<file path="src/rtl/rr_decode_arbiter_if.sv">
// Request/grant bundle between the requesting blocks and the round-robin arbiter.
// Latency: none (wires only); the arbiter registers every grant output.
// Backpressure: level-based request, held until the grant is no longer needed.
// Ports: req (4, requester side), gnt (4, one-hot), gnt_idx (2, decoder select), gnt_valid (1).
interface rr_decode_arbiter_if;
  logic [3:0] req;
  logic [3:0] gnt;
  logic [1:0] gnt_idx;
  logic       gnt_valid;

  // master = requester side, slave = arbiter side
  modport master (output req, input gnt, input gnt_idx, input gnt_valid);
  modport slave  (input req, output gnt, output gnt_idx, output gnt_valid);
endinterface

</file>
<file path="src/rtl/rr_decode_arbiter.sv">
// Four-requester round-robin arbiter steering a 2-to-4 decoder-selected shared resource.
// Latency: grant registered, visible one cycle after the request is sampled; handovers have no bubble.
// Backpressure: owner keeps the grant while its request is high, preempted after MAX_HOLD cycles if others wait.
// Ports: clk, rst_n (synchronous, active low), arb (slave modport: req in; gnt, gnt_idx, gnt_valid out).
module rr_decode_arbiter #(
  parameter int unsigned MAX_HOLD = 8  // 0 = unlimited hold, legal 0..255
) (
  input  logic                 clk,
  input  logic                 rst_n,
  rr_decode_arbiter_if.slave   arb
);

  localparam logic [7:0] HOLD_LIM = MAX_HOLD[7:0];

  typedef enum logic {IDLE, GRANT} state_t;

  state_t     state_q, state_d;
  logic [1:0] ptr_q, ptr_d;
  logic [7:0] hcnt_q, hcnt_d;
  logic [1:0] idx_q, idx_d;
  logic       vld_q, vld_d;
  logic [3:0] gnt_q, gnt_d;

  logic [1:0] next_ptr;
  logic [3:0] others;
  logic       timeout;

  // Scan base, base+1, base+2, base+3 (2-bit wrap); the lowest offset with a
  // set mask bit wins, so the loop walks downward and keeps overwriting.
  function automatic logic [1:0] arb_pick(input logic [1:0] base, input logic [3:0] mask);
    logic [1:0] pick;
    logic [1:0] cand;
    pick = base;
    for (int i = 3; i >= 0; i--) begin
      cand = base + 2'(i);
      if (mask[cand]) pick = cand;
    end
    return pick;
  endfunction

  function automatic logic [3:0] onehot(input logic [1:0] idx);
    return 4'b0001 << idx;
  endfunction

  assign next_ptr = idx_q + 2'd1;
  assign others   = arb.req & ~onehot(idx_q);
  assign timeout  = (HOLD_LIM != 8'd0) && (hcnt_q == HOLD_LIM);

  always_comb begin
    state_d = state_q;
    ptr_d   = ptr_q;
    hcnt_d  = hcnt_q;
    idx_d   = idx_q;
    vld_d   = vld_q;
    case (state_q)
      IDLE: begin
        if (|arb.req) begin
          idx_d   = arb_pick(ptr_q, arb.req);
          vld_d   = 1'b1;
          hcnt_d  = 8'd1;
          state_d = GRANT;
        end
      end
      GRANT: begin
        if (!arb.req[idx_q]) begin
          // Release: owner's bit is already clear, so req equals the others.
          ptr_d = next_ptr;
          if (|arb.req) begin
            idx_d  = arb_pick(next_ptr, arb.req);
            hcnt_d = 8'd1;
          end else begin
            idx_d   = 2'd0;
            vld_d   = 1'b0;
            hcnt_d  = 8'd0;
            state_d = IDLE;
          end
        end else if (timeout) begin
          // Preempt only if someone else is waiting; otherwise restart the hold window.
          ptr_d  = next_ptr;
          hcnt_d = 8'd1;
          if (|others) idx_d = arb_pick(next_ptr, others);
        end else if (hcnt_q != 8'hFF) begin
          hcnt_d = hcnt_q + 8'd1;
        end
      end
      default: state_d = IDLE;
    endcase
    gnt_d = vld_d ? onehot(idx_d) : 4'b0000;
  end

  always_ff @(posedge clk) begin
    if (!rst_n) begin
      state_q <= IDLE;
      ptr_q   <= 2'd0;
      hcnt_q  <= 8'd0;
      idx_q   <= 2'd0;
      vld_q   <= 1'b0;
      gnt_q   <= 4'b0000;
    end else begin
      state_q <= state_d;
      ptr_q   <= ptr_d;
      hcnt_q  <= hcnt_d;
      idx_q   <= idx_d;
      vld_q   <= vld_d;
      gnt_q   <= gnt_d;
    end
  end

  assign arb.gnt       = gnt_q;
  assign arb.gnt_idx   = idx_q;
  assign arb.gnt_valid = vld_q;

endmodule

</file>
<file path="src/flat_wrapper.sv">
// flat-port wrapper written by rule: the top's interface ports become plain ports
module rr_decode_arbiter_flat 
#(
  parameter int unsigned MAX_HOLD = 8                                     
)
  (clk, rst_n, arb_req, arb_gnt, arb_gnt_idx, arb_gnt_valid);
  rr_decode_arbiter_if arb_i ();
  input  logic clk;
  input  logic rst_n;
  input wire logic [$bits(arb_i.req)-1:0] arb_req;
  output wire logic [$bits(arb_i.gnt)-1:0] arb_gnt;
  output wire logic [$bits(arb_i.gnt_idx)-1:0] arb_gnt_idx;
  output wire logic [$bits(arb_i.gnt_valid)-1:0] arb_gnt_valid;
  assign arb_i.req = arb_req;
  assign arb_gnt = arb_i.gnt;
  assign arb_gnt_idx = arb_i.gnt_idx;
  assign arb_gnt_valid = arb_i.gnt_valid;
  rr_decode_arbiter #(.MAX_HOLD(MAX_HOLD)) u_core (.clk(clk), .rst_n(rst_n), .arb(arb_i));
endmodule
</file>
<file path="config.mk">
export PLATFORM = sky130hd
export DESIGN_NAME = rr_decode_arbiter_flat
export DESIGN_NICKNAME = d
export VERILOG_FILES = /design/src/rtl/rr_decode_arbiter_if.sv /design/src/rtl/rr_decode_arbiter.sv /design/src/flat_wrapper.sv
export SDC_FILE = /design/constraint.sdc
export NUM_CORES = 1
export LEC_CHECK = 0
export ABC_AREA = 1
export BUFFER_PORTS_ARGS = -buffer_cell sky130_fd_sc_hd__buf_4
export CORE_MARGIN = 2
export CORE_UTILIZATION = 27
export CTS_CLUSTER_SIZE = 28
export DETAILED_ROUTE_END_ITERATION = 7
export PLACE_DENSITY = 0.53
export SYNTH_ARGS = -nofsm -noshare
export SYNTH_HDL_FRONTEND = slang
export SYNTH_SLANG_ARGS = --single-unit
</file>
<file path="constraint.sdc">
create_clock -name clk -period 2 [get_ports clk]
set_input_delay 0.3 -clock clk [delete_from_list [all_inputs] [get_ports clk]]
set_output_delay 0.3 -clock clk [all_outputs]
set_load 0.05 [all_outputs]
</file>
# Word-level counts from Yosys, hierarchy flattened
# Cells that the tools add are included.
classes:
  add_sub_neg: 8
  magnitude_cmp: 9
  n_eq_ne: 5
  shift: 2
  mux: 59
  n_bitwise: 3
  reduce_logical: 5
ops:
  columns: ["cell", "n"]
  rows:
  - ["two-way mux 2 bit", 19]
  - ["two-way mux 8 bit", 4]
  - ["less-than comparator 2 x 3 -> 1 bit, second input constant", 9]
  - ["binary-select mux 1 bit (select 2 bit)", 13]
  - ["two-way mux 1 bit", 19]
  - ["one-hot mux 8 bit (2 select lines)", 1]
  - ["adder 2 bit, second input constant", 4]
  - ["adder 8 x 1 -> 8 bit, second input constant", 1]
  - ["equality test 8 x 4 -> 1 bit, second input constant", 1]
  - ["!= test 8 bit, second input constant", 1]
  - ["OR reduction 4 bit", 2]
  - ["<< shifter 1 x 2 -> 4 bit, first input constant", 2]
  - ["adder 2 x 1 -> 2 bit, second input constant", 3]
  - ["AND reduction 2 bit", 3]
  - ["AND 4 bit", 1]
  - ["!= test 2 x 1 -> 1 bit, second input constant", 2]
  - ["!= test 4 bit, second input constant", 1]
  - ["NOT 4 bit", 1]
  - ["one-hot mux 1 bit (2 select lines)", 2]
  - ["one-hot mux 2 bit (2 select lines)", 1]
  - ["NOT 1 bit", 1]
totals:
  reg_bits: 18
  inputBits: 6
  out_inout_bits: 7

# Logic depth before layout (Yosys ltp)
logic_depth:
  depth_word: 14
  depth_mapped: 19

# Least setup slack after synthesis
# Ideal clock, no wire load.
synth_timing:
  path_kind: "register to register"
  start: "reg u_core.idx_q[0] (netlist: u_core.arb.gnt_idx[0])"
  end: "reg u_core.gnt_q[1] (netlist: u_core.arb.gnt[1])"
  arrival_ns: 2.354
  required_ns: 1.884
  setup_slack_ns: -0.470
  stages_incl_launch_ff: 15
  path_buffers: 2
  synth_period_minus_slack_ns: 2.470
  cell_sequence: "dfxtp_1 > buf_6 > inv_2 > ha_1 > buf_6 > xnor2_1 > nand2_1 > nand2_1 > nand3_1 > nand2_1 > nand3_1 > nand3_2 > nand3_1 > nor2_2 > nor2_1"
synth_rtl:
  columns: ["element", "line", "text"]
  rows:
  - ["from (decl)", "rr_decode_arbiter.sv:20", "logic [1:0] idx_q, idx_d;"]
  - ["from (signal assigned)", "rr_decode_arbiter.sv:103", "idx_q <= idx_d;"]
  - ["adder 2 x 1 -> 2 bit (*)", "rr_decode_arbiter.sv:45", "assign next_ptr = idx_q + 2'd1;"]
  - ["net u_core.next_ptr[0]", "rr_decode_arbiter.sv:24", "logic [1:0] next_ptr;"]
  - ["adder 2 bit", "rr_decode_arbiter.sv:35", "cand = base + 2'(i);"]
  - ["binary-select mux 1 bit (select 2 bit)", "rr_decode_arbiter.sv:36", "if (mask[cand]) pick = cand;"]
  - ["two-way mux 1 bit (implied by the code)", "rr_decode_arbiter.sv:36", null]
  - ["two-way mux 2 bit (4 in series)", "rr_decode_arbiter.sv:36", null]
  - ["two-way mux 2 bit", "rr_decode_arbiter.sv:81", "if (|others) idx_d = arb_pick(next_ptr, others);"]
  - ["two-way mux 2 bit", "rr_decode_arbiter.sv:77", "end else if (timeout) begin"]
  - ["two-way mux 2 bit (*)", "rr_decode_arbiter.sv:65", "if (!arb.req[idx_q]) begin"]
  - ["one-hot mux 2 bit (2 select lines) (*)", "rr_decode_arbiter.sv:55", "case (state_q)"]
  - ["<< shifter 1 x 2 -> 4 bit (*)", "rr_decode_arbiter.sv:42", "return 4'b0001 << idx;"]
  - ["to (signal assigned)", "rr_decode_arbiter.sv:105", "gnt_q <= gnt_d;"]
  - ["to (decl)", "rr_decode_arbiter.sv:22", "logic [3:0] gnt_q, gnt_d;"]
# The timed path passes the listed nets; every way through them passes the cells marked *. The select of a mux whose other input is x is not followed.
# A chain may end at the register's enable or synchronous reset.

# Worst setup path in the final report
layout_timing:
  start: "reg u_core.idx_q[0] (netlist: u_core.arb.gnt_idx[0])"
  end: "reg u_core.gnt_q[3] (netlist: u_core.arb.gnt[3])"
layout_between:
  elab_chain_cells: 14
layout_rtl:
  columns: ["element"]
  rows:
  - ["branches (longest 14 deep; another with adder 2 x 1 -> 2 bit)"]
# Parallel ways; which one is timed is not known. The select of a mux whose other input is x is not followed.

==> flow_metrics.py <==
metrics = {
    "layout": {
        "n_antenna_cell": 0,
        "stdcell_area_um2": 2000,
        "multi_input_area_um2": 1120,
        "fillerInstances": 588,
        "register_area_um2": 368,
        "nets": 298,
        "final_core_util_pct": 35.9,
        "drive_above_1_share_pct": 24.9,
        "synthToLayoutAreaGrowth_pct": 27.7,
    },
    "timing": {
        "slew-limit-headroom_pct": 73.0,
        "finClkSkew_ns": 0.00243,
        "final.period_utilization_pct": 95.6,
        "finalSetupTns_ns": 0,
        "setup_viol": 0,
        "max_freq_mhz": 523,
        "slew_viol_final": 0,
        "rsz0062_at_grt": "yes",
        "tightest_slew_ns": 0.403,
        "final_hold_viol_count": 0,
        "post-route-min-period_ns": 1.91,
    },
    "critical_path": {
        "path_cells": "buf_12 > buf_4 > o21ai_0 > nand2_1 > nand3_1 > nand2_2 > nand2_1 > nand2_1 > nand3_2 > nand3_1 > nor2_4 > nor2_1",
        "cp.required_ns": 2.15,
        "critPathMaxStageDelay_ns": 0.38,
        "crit_fanout": 13,
        "crit_top_cell": "nand2_1",
        "crit_type": "flip-flop to flip-flop",
        "cpMaxStageDelayCell": "dfxtp_4",
        "arrival_ns": 2.06,
        "end_kind": "flip-flop",
        "start_kind": "flip-flop",
    },
    "logic_synthesis": {
        "yosysWarnings": 0,
        "synth.most_common_cell": "nand2_1",
        "synthCells": 260,
        "synth_edf_count": 0,
        "synthFlopType": "dfxtp_1",
        "netlist.area_leader.share_pct": 23.0,
        "syn_area_um2": 1570,
        "async_reset_ff_share_pct": 0,
        "synth.distinct_cells": 30,
        "yosysSeqAreaShare_pct": 23.0,
        "synth_fp_nets": 272,
        "synth_area_leader_cell": "dfxtp_1",
        "ys_ff_latch": 18,
        "synthTopCellsByArea": "dfxtp_1 (23%), nand2_1 (22%), inv_1 (8.6%), nand3_1 (8.3%), nor2_1 (6.0%)",
        "synth_common_cells": "nand2_1 (90), inv_1 (36), nand3_1 (26)",
        "synth.avg_cell_area_um2": 6.03,
    },
    "grt": {
        "grt_use_total_pct": 12.0,
        "grt.busiest_layer": "met2",
        "antenna_found_initial": 0,
        "grt_overflow": 0,
        "grt_start_max_net_pins": 14,
        "grt_use_met3_pct": 2.13,
        "grt_pass1_vias": 1480,
        "grtUsageMet1_pct": 15.6,
        "use_met2_pct": 20.4,
        "grt_pass1_wl_um": 6310,
    },
    "power": {
        "max-vdd-ir-drop_mv": 0.713,
        "clkPwrFrac_pct": 7.6,
        "p_switching_uw": 1710,
        "p_seq_share_pct": 15.8,
        "p_comb_share_pct": 76.6,
        "switching_share_pct": 51.1,
        "p_int_uw": 1630,
        "p_per_area_nw_per_um2": 1670,
        "p_leak_uw": 0.000978,
    },
    "clock_tree": {
        "cts_sinks": 18,
        "cts_hold_repair.buffers": 0,
        "cts_tree": "done",
        "clock_latency_ns": 0.25,
        "clock-root-buffer": "clkbuf_8",
        "clk_pin_slew_ns": 0.07,
        "htreeDepth": 1,
        "cts_buffer_depth": 2,
        "cts-buffers-inserted": 3,
    },
    "detailed_routing": {
        "wl_per_cell_um": 10.5,
        "via_per_inst": 4.52,
        "routed_wl_um": 3760,
        "first_iter_violations": 53,
        "route.detailed.drc": 0,
        "firstDrtPassIters": 4,
        "num_vias": 1612,
        "antenna_left": 0,
    },
    "floorplanning": {
        "io_pins": 13,
        "die_area_um2": 6440,
        "placementRows": 27,
        "fp.dieH_um": 80.2,
        "initial_core_util_pct": 28.1,
        "core_area_um2": 5570,
        "die_x_um": 80.2,
    },
    "place": {
        "placed_area_um2": 1780,
        "portBuffers": 12,
        "place_hpwl_um": 2900,
        "gp_congestion": 0.878,
    },
    "run": {
        "maxCapViolCount": 0,
    },
    "min_path": {
        "hold_class": "input port to flip-flop",
    },
    "run_status": {
        "status": "completed",
    },
}
layout by cell type (no fill, tap or decap), drive strengths merged:
cell type | Yosys | layout
a211oi | 1 | 1
nand2 | 93 | 93
o21ai | 17 | 17
nand3 | 29 | 29
nor2 | 28 | 28
buf | 4 | 25
o2111ai | 1 | 1
dfxtp | 18 | 18
ha | 6 | 6
a21oi | 7 | 7
or2 | 1 | 1
inv | 41 | 41
xor2 | 4 | 4
nor3 | 3 | 3
nor3b | 1 | 1
nand4 | 2 | 2
clkbuf | 0 | 3
a31oi | 1 | 1
clkinv | 0 | 1
xnor2 | 3 | 3
per-layer routing:
metal | share of wire [%] | wire, um
met5 | 0 | 0
met1 | 50 | 1880
met3 | 1.7 | 63
met4 | 1.5 | 57
met2 | 47 | 1760
through the flow:
| step | hold WS, ns | total power (uW) | setup WS, ns | std cells |
|---|---|---|---|---|
| detailed placement | 0.526 | 2600 | 0.0390 | 343 |
| floorplan | 0.420 | 2270 | -0.00212 | 260 |
| finish | 0.337 | 3340 | 0.0885 | 357 |
| CTS | 0.336 | 2860 | 0.0205 | 347 |
| global route | 0.340 | 3660 | -0.0296 | 357 |
| global placement | 0.512 | 2610 | 0.0590 | 343 |
worst max-delay path, delay by kind of cell, from the launching register on:
kind,cells,cell delay (ns)
buffers and inverters,2,0.31
AOI/OAI and AO/OA,1,0.34
DFF,1,0.38
and+or+nand+nor,9,0.79
path summary, 6_finish.rpt:
| path | cells after the start | from | endpoint | slack [ns] |
|---|---|---|---|---|
| setup / recovery | 12 | u_core.arb.gnt_idx[0] | u_core.arb.gnt[3] | 0.09 |
| hold / removal | 3 | rst_n | u_core.hcnt_q[5] | 0.34 |
| setup reg to reg | 12 | u_core.arb.gnt_idx[0] | u_core.arb.gnt[3] | 0.09 |
| hold reg to reg | 2 | u_core.hcnt_q[1] | u_core.hcnt_q[1] | 0.53 |
layout make-up:
type,count,area share (%)
multi-input cells,197,56.0
flip-flops and latches,18,18.4
repair buffers,25,10.6
inverters,41,8.31
well taps,72,4.50
clock buffers,3,2.06
clock inverters,1,0.187
state kept, by name, indices dropped and copies added (netlist names):
signal	cells
u_core.arb.gnt_valid	1
u_core.ptr_q	2
u_core.state_q	1
u_core.arb.gnt_idx	2
u_core.hcnt_q	8
u_core.arb.gnt	4
cell families after synthesis:
logic type,share of synthesized area (%)
buffers and inverters,12.6
adder cells (fa/ha/maj),4.78
AO/OA/AOI/OAI,10.8
XOR/XNOR,4.39
flip-flops,23.0
AND/OR/NAND/NOR,44.4
power by group through the flow:
stage	logic [uW]	registers, uW	clock network (uW)
floorplan	1610	664	0
global placement	2070	542	0
detailed placement	2060	541	0
CTS	2070	535	262
global route	2850	537	278
finish	2560	526	254
repair_timing:
item	in CTS	in global routing
gates resized for setup	0	22
setup buffers	0	10
endpoints found under the setup margin	0	6
No activity file was read; power rests on OpenSTA's default activity.
